$ cat src/rtl/genius_core_param.sv
`default_nettype none
// ==========================================================================
// genius_core_param : parametrised Simon/Genius game engine  |  Rev 1.0
// ==========================================================================
module genius_core_param #(
    parameter int          SYM_W          = 2,
    parameter int          MAX_LEVEL      = 16,
    parameter int          SHOW_CYCLES    = 25000000,
    parameter int          GAP_CYCLES     = 5000000,
    parameter int          TIMEOUT_CYCLES = 250000000,
    parameter logic [15:0] LFSR_SEED      = 16'hACE1
) (
    input  logic                               clock,
    input  logic                               reset,
    input  logic                               start,
    input  logic [(2**SYM_W)-1:0]              btn,
    output logic                               show_valid,
    output logic [SYM_W-1:0]                   show_sym,
    output logic                               expect_input,
    output logic [$clog2(MAX_LEVEL+1)-1:0]     level,
    output logic [$clog2(MAX_LEVEL+1)-1:0]     step,
    output logic                               win,
    output logic                               lose,
    output logic                               busy
);

    localparam int N       = 2**SYM_W;
    localparam int LVL_W   = $clog2(MAX_LEVEL+1);
    localparam int AW      = $clog2(MAX_LEVEL);
    localparam int T_MAX   = (TIMEOUT_CYCLES > SHOW_CYCLES) ?
                             ((TIMEOUT_CYCLES > GAP_CYCLES) ? TIMEOUT_CYCLES : GAP_CYCLES) :
                             ((SHOW_CYCLES > GAP_CYCLES) ? SHOW_CYCLES : GAP_CYCLES);
    localparam int TIMER_W = $clog2(T_MAX);

    localparam logic [TIMER_W-1:0] SHOW_LAST = TIMER_W'(SHOW_CYCLES - 1);
    localparam logic [TIMER_W-1:0] GAP_LAST  = TIMER_W'(GAP_CYCLES - 1);
    localparam logic [TIMER_W-1:0] TO_LAST   = TIMER_W'(TIMEOUT_CYCLES - 1);
    localparam logic [LVL_W-1:0]   LVL_ONE   = LVL_W'(1);
    localparam logic [LVL_W-1:0]   LVL_MAX   = LVL_W'(MAX_LEVEL);

    typedef enum logic [2:0] {
        IDLE       = 3'd0,
        APPEND     = 3'd1,
        SHOW_ON    = 3'd2,
        SHOW_GAP   = 3'd3,
        WAIT_INPUT = 3'd4,
        WIN        = 3'd5,
        LOSE       = 3'd6
    } state_t;

    state_t               state, state_n;
    logic [LVL_W-1:0]     level_n, step_n;
    logic [TIMER_W-1:0]   timer, timer_n;
    logic [15:0]          lfsr, lfsr_n;
    logic [N-1:0]         btn_prev;
    logic [SYM_W-1:0]     show_sym_q;
    logic [SYM_W-1:0]     mem [0:MAX_LEVEL-1];
    logic                 mem_we;
    logic [SYM_W-1:0]     new_sym, exp_sym, rd_data;
    logic                 press, btn_ok, last_step;

    assign lfsr_n    = {1'b0, lfsr[15:1]} ^ (lfsr[0] ? 16'hB400 : 16'h0000);
    assign new_sym   = lfsr[SYM_W-1:0];
    assign exp_sym   = mem[step[AW-1:0]];
    assign press     = (btn != '0) && (btn_prev == '0);
    assign btn_ok    = (btn == (N'(1) << exp_sym));
    assign last_step = (step == level - LVL_ONE);

    // Bypass the symbol being appended so the first playback never reads a stale slot
    assign rd_data = (mem_we && (step_n == level)) ? new_sym : mem[step_n[AW-1:0]];

    always_comb begin
        state_n = state;
        level_n = level;
        step_n  = step;
        timer_n = timer;
        mem_we  = 1'b0;
        unique case (state)
            IDLE: begin
                if (start) begin
                    level_n = '0;
                    step_n  = '0;
                    state_n = APPEND;
                end
            end
            APPEND: begin
                mem_we  = 1'b1;
                level_n = level + LVL_ONE;
                step_n  = '0;
                timer_n = '0;
                state_n = SHOW_ON;
            end
            SHOW_ON: begin
                if (timer == SHOW_LAST) begin
                    timer_n = '0;
                    state_n = SHOW_GAP;
                end else begin
                    timer_n = timer + TIMER_W'(1);
                end
            end
            SHOW_GAP: begin
                if (timer == GAP_LAST) begin
                    timer_n = '0;
                    if (last_step) begin
                        step_n  = '0;
                        state_n = WAIT_INPUT;
                    end else begin
                        step_n  = step + LVL_ONE;
                        state_n = SHOW_ON;
                    end
                end else begin
                    timer_n = timer + TIMER_W'(1);
                end
            end
            WAIT_INPUT: begin
                timer_n = timer + TIMER_W'(1);
                if (press) begin
                    if (!btn_ok) begin
                        state_n = LOSE;
                    end else if (!last_step) begin
                        step_n  = step + LVL_ONE;
                        timer_n = '0;
                    end else if (level == LVL_MAX) begin
                        state_n = WIN;
                    end else begin
                        state_n = APPEND;
                    end
                end else if (timer == TO_LAST) begin
                    state_n = LOSE;
                end
            end
            WIN, LOSE: state_n = IDLE;
            default:   state_n = IDLE;
        endcase
    end

    always_ff @(posedge clock) begin
        if (!reset) begin
            state      <= IDLE;
            level      <= '0;
            step       <= '0;
            timer      <= '0;
            lfsr       <= LFSR_SEED;
            btn_prev   <= '0;
            show_sym_q <= '0;
        end else begin
            state      <= state_n;
            level      <= level_n;
            step       <= step_n;
            timer      <= timer_n;
            lfsr       <= lfsr_n;
            btn_prev   <= btn;
            show_sym_q <= rd_data;
        end
    end

    // Sequence storage is deliberately left uninitialised by reset
    always_ff @(posedge clock) begin
        if (reset && mem_we) begin
            mem[level[AW-1:0]] <= new_sym;
        end
    end

    assign show_valid   = (state == SHOW_ON);
    assign show_sym     = show_valid ? show_sym_q : '0;
    assign expect_input = (state == WAIT_INPUT);
    assign win          = (state == WIN);
    assign lose         = (state == LOSE);
    assign busy         = (state != IDLE);

endmodule
`default_nettype wire

$ cat config.mk
export PLATFORM = sky130hd
export DESIGN_NAME = genius_core_param
export DESIGN_NICKNAME = d
export VERILOG_FILES = /design/src/rtl/genius_core_param.sv
export SDC_FILE = /design/constraint.sdc
export NUM_CORES = 1
export LEC_CHECK = 0
export ABC_AREA = 1
export BUFFER_PORTS_ARGS = -buffer_cell sky130_fd_sc_hd__buf_2
export CAP_MARGIN = 20
export CORE_MARGIN = 2
export CORE_UTILIZATION = 51
export CTS_CLUSTER_DIAMETER = 200
export DETAILED_ROUTE_END_ITERATION = 8
export PLACE_DENSITY_LB_ADDON = 0.05
export SYNTH_ARGS = -nofsm -noshare
export SYNTH_HDL_FRONTEND = slang
export SYNTH_SLANG_ARGS = --single-unit
$ cat constraint.sdc
create_clock -name clock -period 3.1 [get_ports clock]
set_input_delay 0 -clock clock [delete_from_list [all_inputs] [get_ports clock]]
set_output_delay 0 -clock clock [all_outputs]
set_load 0.02 [all_outputs]
Yosys cells after proc, flatten, opt, wreduce, memory -nomap -nowiden --
Memory sizes are Yosys's and may differ from the RTL's. A register that Yosys moved wholly into a read port is not among the register bits. Index checks and enable logic that the tools add are counted.
Word-level totals: bits of input ports 7, output and inout port bits 17, memory bits (writable) 32, flip-flop bits (word level) 63, logic and storage cells 75, memories kept 1
Memory list:
- mem | words 16, bits a word 2, rd ports 2, clocked after Yosys merged registers in 1, write ports 1, line 57 | logic [SYM_W-1:0] mem [0:MAX_LEVEL-1];
Cells by class: reduce and logical (&&, ||, !) cells 11, add/sub/neg operators 4, eq/ne operators 18, bitwise logic cells 1, mux-type cells 32, shift-type cells 1
Operators with widths (count):
- $mux W28 | 5
- $pmux W28 S4 | 1
- $mux W5 | 7
- $add A28 B1 Y28 const B | 1
- $eq A28 B23 Y1 const B | 1
- $eq A28 B25 Y1 const B | 1
- $eq A28 B28 Y1 const B | 1
- $mux W3 | 9
- $pmux W5 S4 | 1
- $mux W16 | 1
- $xor A15 B16 Y16 | 1
- $pmux W3 S5 | 1
- $add A5 B1 Y5 const B | 2
- $eq A5 B5 Y1 | 2
- $pmux W5 S2 | 1
- $eq A3 B3 Y1 const B | 3
- $reduce_bool A4 Y1 | 2
- $eq A3 B2 Y1 const B | 2
- $eq A5 B5 Y1 const B | 1
- $reduce_and A5 Y1 | 1
- $sub A5 B1 Y5 const B | 1
- $eq A4 B4 Y1 | 1
- $logic_not A4 Y1 | 1
- $mux W2 | 2
- other kinds (13) | 18

Depth between registers and ports, before layout --
word-level depth 9, mapped depth 26

Worst setup path before layout --
OpenSTA, ideal clock, no wires.
path kind register to register, start point register level[0], end point register show_sym_q[1], buffers on the path 2, cell stages (with the launch flop) 21, setup time 109 ps, arrival time 2829 ps, data required time 2991 ps, path slack 162 ps, path through dfxtp_1 > inv_1 > ha_1 > xnor2_1 > xor2_1 > nor2_1 > nand2_1 > buf_2 > ha_1 > o21ai_1 > o21ai_0 > nand2_4 > nand3_4 > buf_6 > nand2_1 > nand3_1 > nand3_1 > nand3_1 > nand3_1 > nand2_1 > inv_1
Between the ends: longest elaborated chain between the ends 9, elaborated cells between the ends (all ways) 12, classes of those cells 1 x add/sub; 2 x eq/ne; 7 x mux; 1 x reduce/logical; 1 x memory
Ends and longest elaborated chain:
- start: declaration | line 20 | output logic [$clog2(MAX_LEVEL+1)-1:0] level,
- start signal: assignment | line 148 | level <= level_n;
- parallel branches: the longest is 8 deep, another holds $sub A5 B1 Y5
- $mux W2 * | line 70 | assign rd_data = (mem_we && (step_n == level)) ? new_sym : mem[step_n[AW-1:0]];
- end signal: assignment | line 153 | show_sym_q <= rd_data;
- end: declaration | line 56 | logic [SYM_W-1:0] show_sym_q;
Mark *: on every way between the ends. A chain may end at the register's enable or synchronous reset.

Final worst setup path --
start point register timer[0], end point register show_sym_q[1]
Between the ends: longest elaborated chain between the ends 6, elaborated cells between the ends (all ways) 7, classes of those cells 2 x eq/ne; 3 x mux; 1 x reduce/logical; 1 x memory
Ends and longest elaborated chain:
- start: declaration | line 53 | logic [TIMER_W-1:0] timer, timer_n;
- start signal: assignment | line 150 | timer <= timer_n;
- $eq A28 B23 Y1 * | line 102 | if (timer == GAP_LAST) begin
- $mux W5 * | line 102
- $pmux W5 S4 * | line 78 | unique case (state)
- parallel branches: the longest is 2 deep, another holds $mem_v2 Z16 W2
- $mux W2 * | line 70
Marks and branches as above.

==> flow_metrics.env <==
export IMPL_diodes=0
export IMPL_placed_area_mm2=0.00590
export IMPL_cts_buffer_depth=2
export IMPL_die_area_mm2=0.0117
export IMPL_nNetsFinal=855
export IMPL_ys_flop_type="dfxtp_1"
export IMPL_p_leak_nw=2.72
export IMPL_gp_congestion=0.975
export IMPL_dr_pass1_iters=6
export IMPL_vias_per_cell=5.38
export IMPL_cp_max_fo=16
export IMPL_crit_path_top_delay_cell="dfxtp_1"
export IMPL_die_h_um=108
export IMPL_synth_area_mm2=0.00556
export IMPL_synth_edff_count=32
export IMPL_grt_max_degree=48
export IMPL_wl_per_cell_um=14.9
export IMPL_min_path_type="in -> reg"
export IMPL_cts_max_level=3
export IMPL_crit_type="reg -> reg"
export IMPL_antenna_found_initial=0
export IMPL_finalHoldViolCount=0
export IMPL_async_reset_ff_share_pct=0
export IMPL_yosysUniqueCellTypes=38
export IMPL_grt_pass1_wl_um=24000
export IMPL_met3_wirelength_um=1030
export IMPL_layoutNonFillerInstCount=985
export IMPL_numCtsBuffers=9
export IMPL_synth_seq_cells=95
export IMPL_vdd_drop_max_mv=0.361
export IMPL_dr_total_vias=5300
export IMPL_avgSynthCellArea_um2=6.93
export IMPL_routed_top_layer="met4"
export IMPL_cpMostUsedCell="nand3_1"
export IMPL_clkTransAtPathRegs_ps=110
export IMPL_die_x_um=108
export IMPL_fin_util_pct=57.7
export IMPL_wl_met1_um=6640
export IMPL_rows=38
export IMPL_dpl_cell_count=964
export IMPL_cts_tree="yes"
export IMPL_first_global_vias=4890
export IMPL_cap_viol_max_count=0
export IMPL_drive_gt1_share_pct=12.0
export IMPL_final_area_mm2=0.00620
export IMPL_synth_cells=802
export IMPL_power_density_mw_per_mm2=490
export IMPL_antenna_left=0
export IMPL_wl_um=14700
export IMPL_start_util_pct=51.7
export IMPL_slew_headroom_pct=58.4
export IMPL_arrival_ps=3080
export IMPL_critPathLaunchType="flip-flop"
export IMPL_endpoint_kind="flip-flop"
export IMPL_cts_sinks=95
export IMPL_fmax_ghz=0.359
export IMPL_gr_total_overflow=0
export IMPL_dp_final_hpwl_um=10900
export IMPL_finalPower_mw=3.04
export IMPL_status="finished, final reports clean"
export IMPL_io_pins=24
export IMPL_drc=0
export IMPL_min_period_over_period_pct=89.9
export IMPL_clock_skew_ps=10.3
export IMPL_clk_latency_ps=380
export IMPL_cts_setup_buffers=0
export IMPL_drt_first_iter_violations=446
export IMPL_portBuffers=23
export IMPL_synth_seq_area_share_pct=40.0
export IMPL_worst_pin_slew_ps=623
export IMPL_grt_usage_pct=26.5
export IMPL_synth_net_count=817
export IMPL_met2_length_um=6680
export IMPL_syn_to_final_growth_pct=11.6
export IMPL_critPathRequiredTime_ps=3400
export IMPL_slowest_delay_ps=410
export IMPL_period_needed_ps=2790
export IMPL_yosys_warnings=0
export IMPL_clk_root_buffer_cell="clkbuf_8"
export IMPL_slew_viol_final=0
export IMPL_path_cells="ha_1 > nand4_1 > nor2_1 > nand3_1 > clkinv_1 > nand3_1 > o21ai_1 > o21ai_0 > nand2_4 > buf_4 > nand4_1 > nand3_1 > nand3_1 > nand3_1 > nand3_1 > nand2_1 > inv_1"
export IMPL_core_area_mm2=0.0107
export IMPL_setup_viol=0
## final cells by class
class	count	area (µm²)
fill	1053	4550
clock inverter	6	67.6
inverter	133	504
timing repair buffer	52	349
sequential	95	2230
clock buffer	10	149
tap	140	175
multi-input combinational	549	2730
## cells in the mapped netlist, types with 6 or more instances
cell type	n	share of area, %
nand4_1	32	3.6
nand2_2	6	0.68
nand3_1	79	7.1
inv_1	124	8.4
nand3b_1	7	0.95
clkbuf_1	12	0.81
nand2_1	199	13
a21oi_1	53	4.8
nor2_1	67	4.5
inv_2	7	0.47
dfxtp_1	63	23
edfxtp_1	32	17
nor3_1	25	2.3
ha_1	8	1.8
xor2_1	9	1.4
o21ai_0	24	2.2
buf_2	7	0.63
or2_2	8	0.90
## cell families (layout without fill, tap and decap cells)
family / Yosys count / in the layout / synth area share, %
simple gates: 435 / 435 / 35.6
fa+ha+maj: 8 / 8 / 1.80
xor+xnor: 14 / 14 / 2.21
flops: 95 / 95 / 40.0
buf+inv: 158 / 201 / 11.4
compound gates: 92 / 92 / 9.05
## path summary, 6_finish.rpt
| path | startpoint | to | slack (ps) | cells past startpoint |
|---|---|---|---|---|
| worst max register to register | timer[0]$_SDFFE_PN0P_ | show_sym_q[1]$_SDFF_PN0_ | 310 | 17 |
| worst max-delay path | timer[0]$_SDFFE_PN0P_ | show_sym_q[1]$_SDFF_PN0_ | 310 | 17 |
| worst min register to register | lfsr[3]$_SDFF_PN0_ | lfsr[2]$_SDFF_PN0_ | 420 | 2 |
| worst min-delay path | reset | lfsr[15]$_SDFF_PN1_ | 50 | 2 |
## metrics by stage
stage               hold WS, ps  worst slack [ps]  TNS (ps)
floorplan                  93.5               162         0
global placement            216               194         0
detailed placement          231               113         0
CTS                        33.0               108         0
global route               60.0             -8.43     -8.43
finish                     54.1               314         0
## per-layer routing
metal,GRT usage (%),vias up
li1,-,2690
met1,36.1,2395
met2,43.0,191
met3,4.64,24
met4,8.33,0
met5,0,-
## timing repair
item                                    4_1_cts  5_1_grt
hold buffers                                  5        0
resized for setup                             0       14
endpoints found under the hold margin         8        0
endpoints found under the setup margin        0       10
## worst max-delay path: cells and delay by family, from the launching register on
family                     cells  cell delay [ps]
AOI/OAI and AO/OA              2              430
adders and majority gates      1              200
buffers and inverters          3              320
DFF                            1              410
and+or+nand+nor               11             1350
## state kept, by name, indices dropped and copies added (netlist names)
register	count
btn_prev	4
level	5
lfsr	16
mem	32
show_sym_q	2
state	3
step	5
timer	28
## power by group
part | switching, mW | leakage (nW) | internal, mW | total (mW)
clock | 0.518 | 0.111 | 0.369 | 0.887
combinational | 0.534 | 1.80 | 0.246 | 0.780
sequential | 0.0332 | 0.808 | 1.34 | 1.37
## layout by cell type, fill, tap and decap left out, types with 3 or more instances in the layout
cell and instances:
a21oi_1 53, buf_2 23, buf_4 23, clkbuf_8 9, dfxtp_1 60, dlygate4sd3_1 5, edfxtp_1 32, ha_1 8
inv_1 124, inv_2 5, inv_8 3, nand2_1 198, nand2_2 7, nand3_1 79, nand3b_1 7, nand4_1 32
nor2_1 64, nor2_2 4, nor3_1 22, nor3_2 3, nor4_1 5, o211ai_1 5, o21ai_0 23, or2_2 8
xnor2_1 5, xor2_1 9
Note: power is estimated with default switching activity, not from simulation.
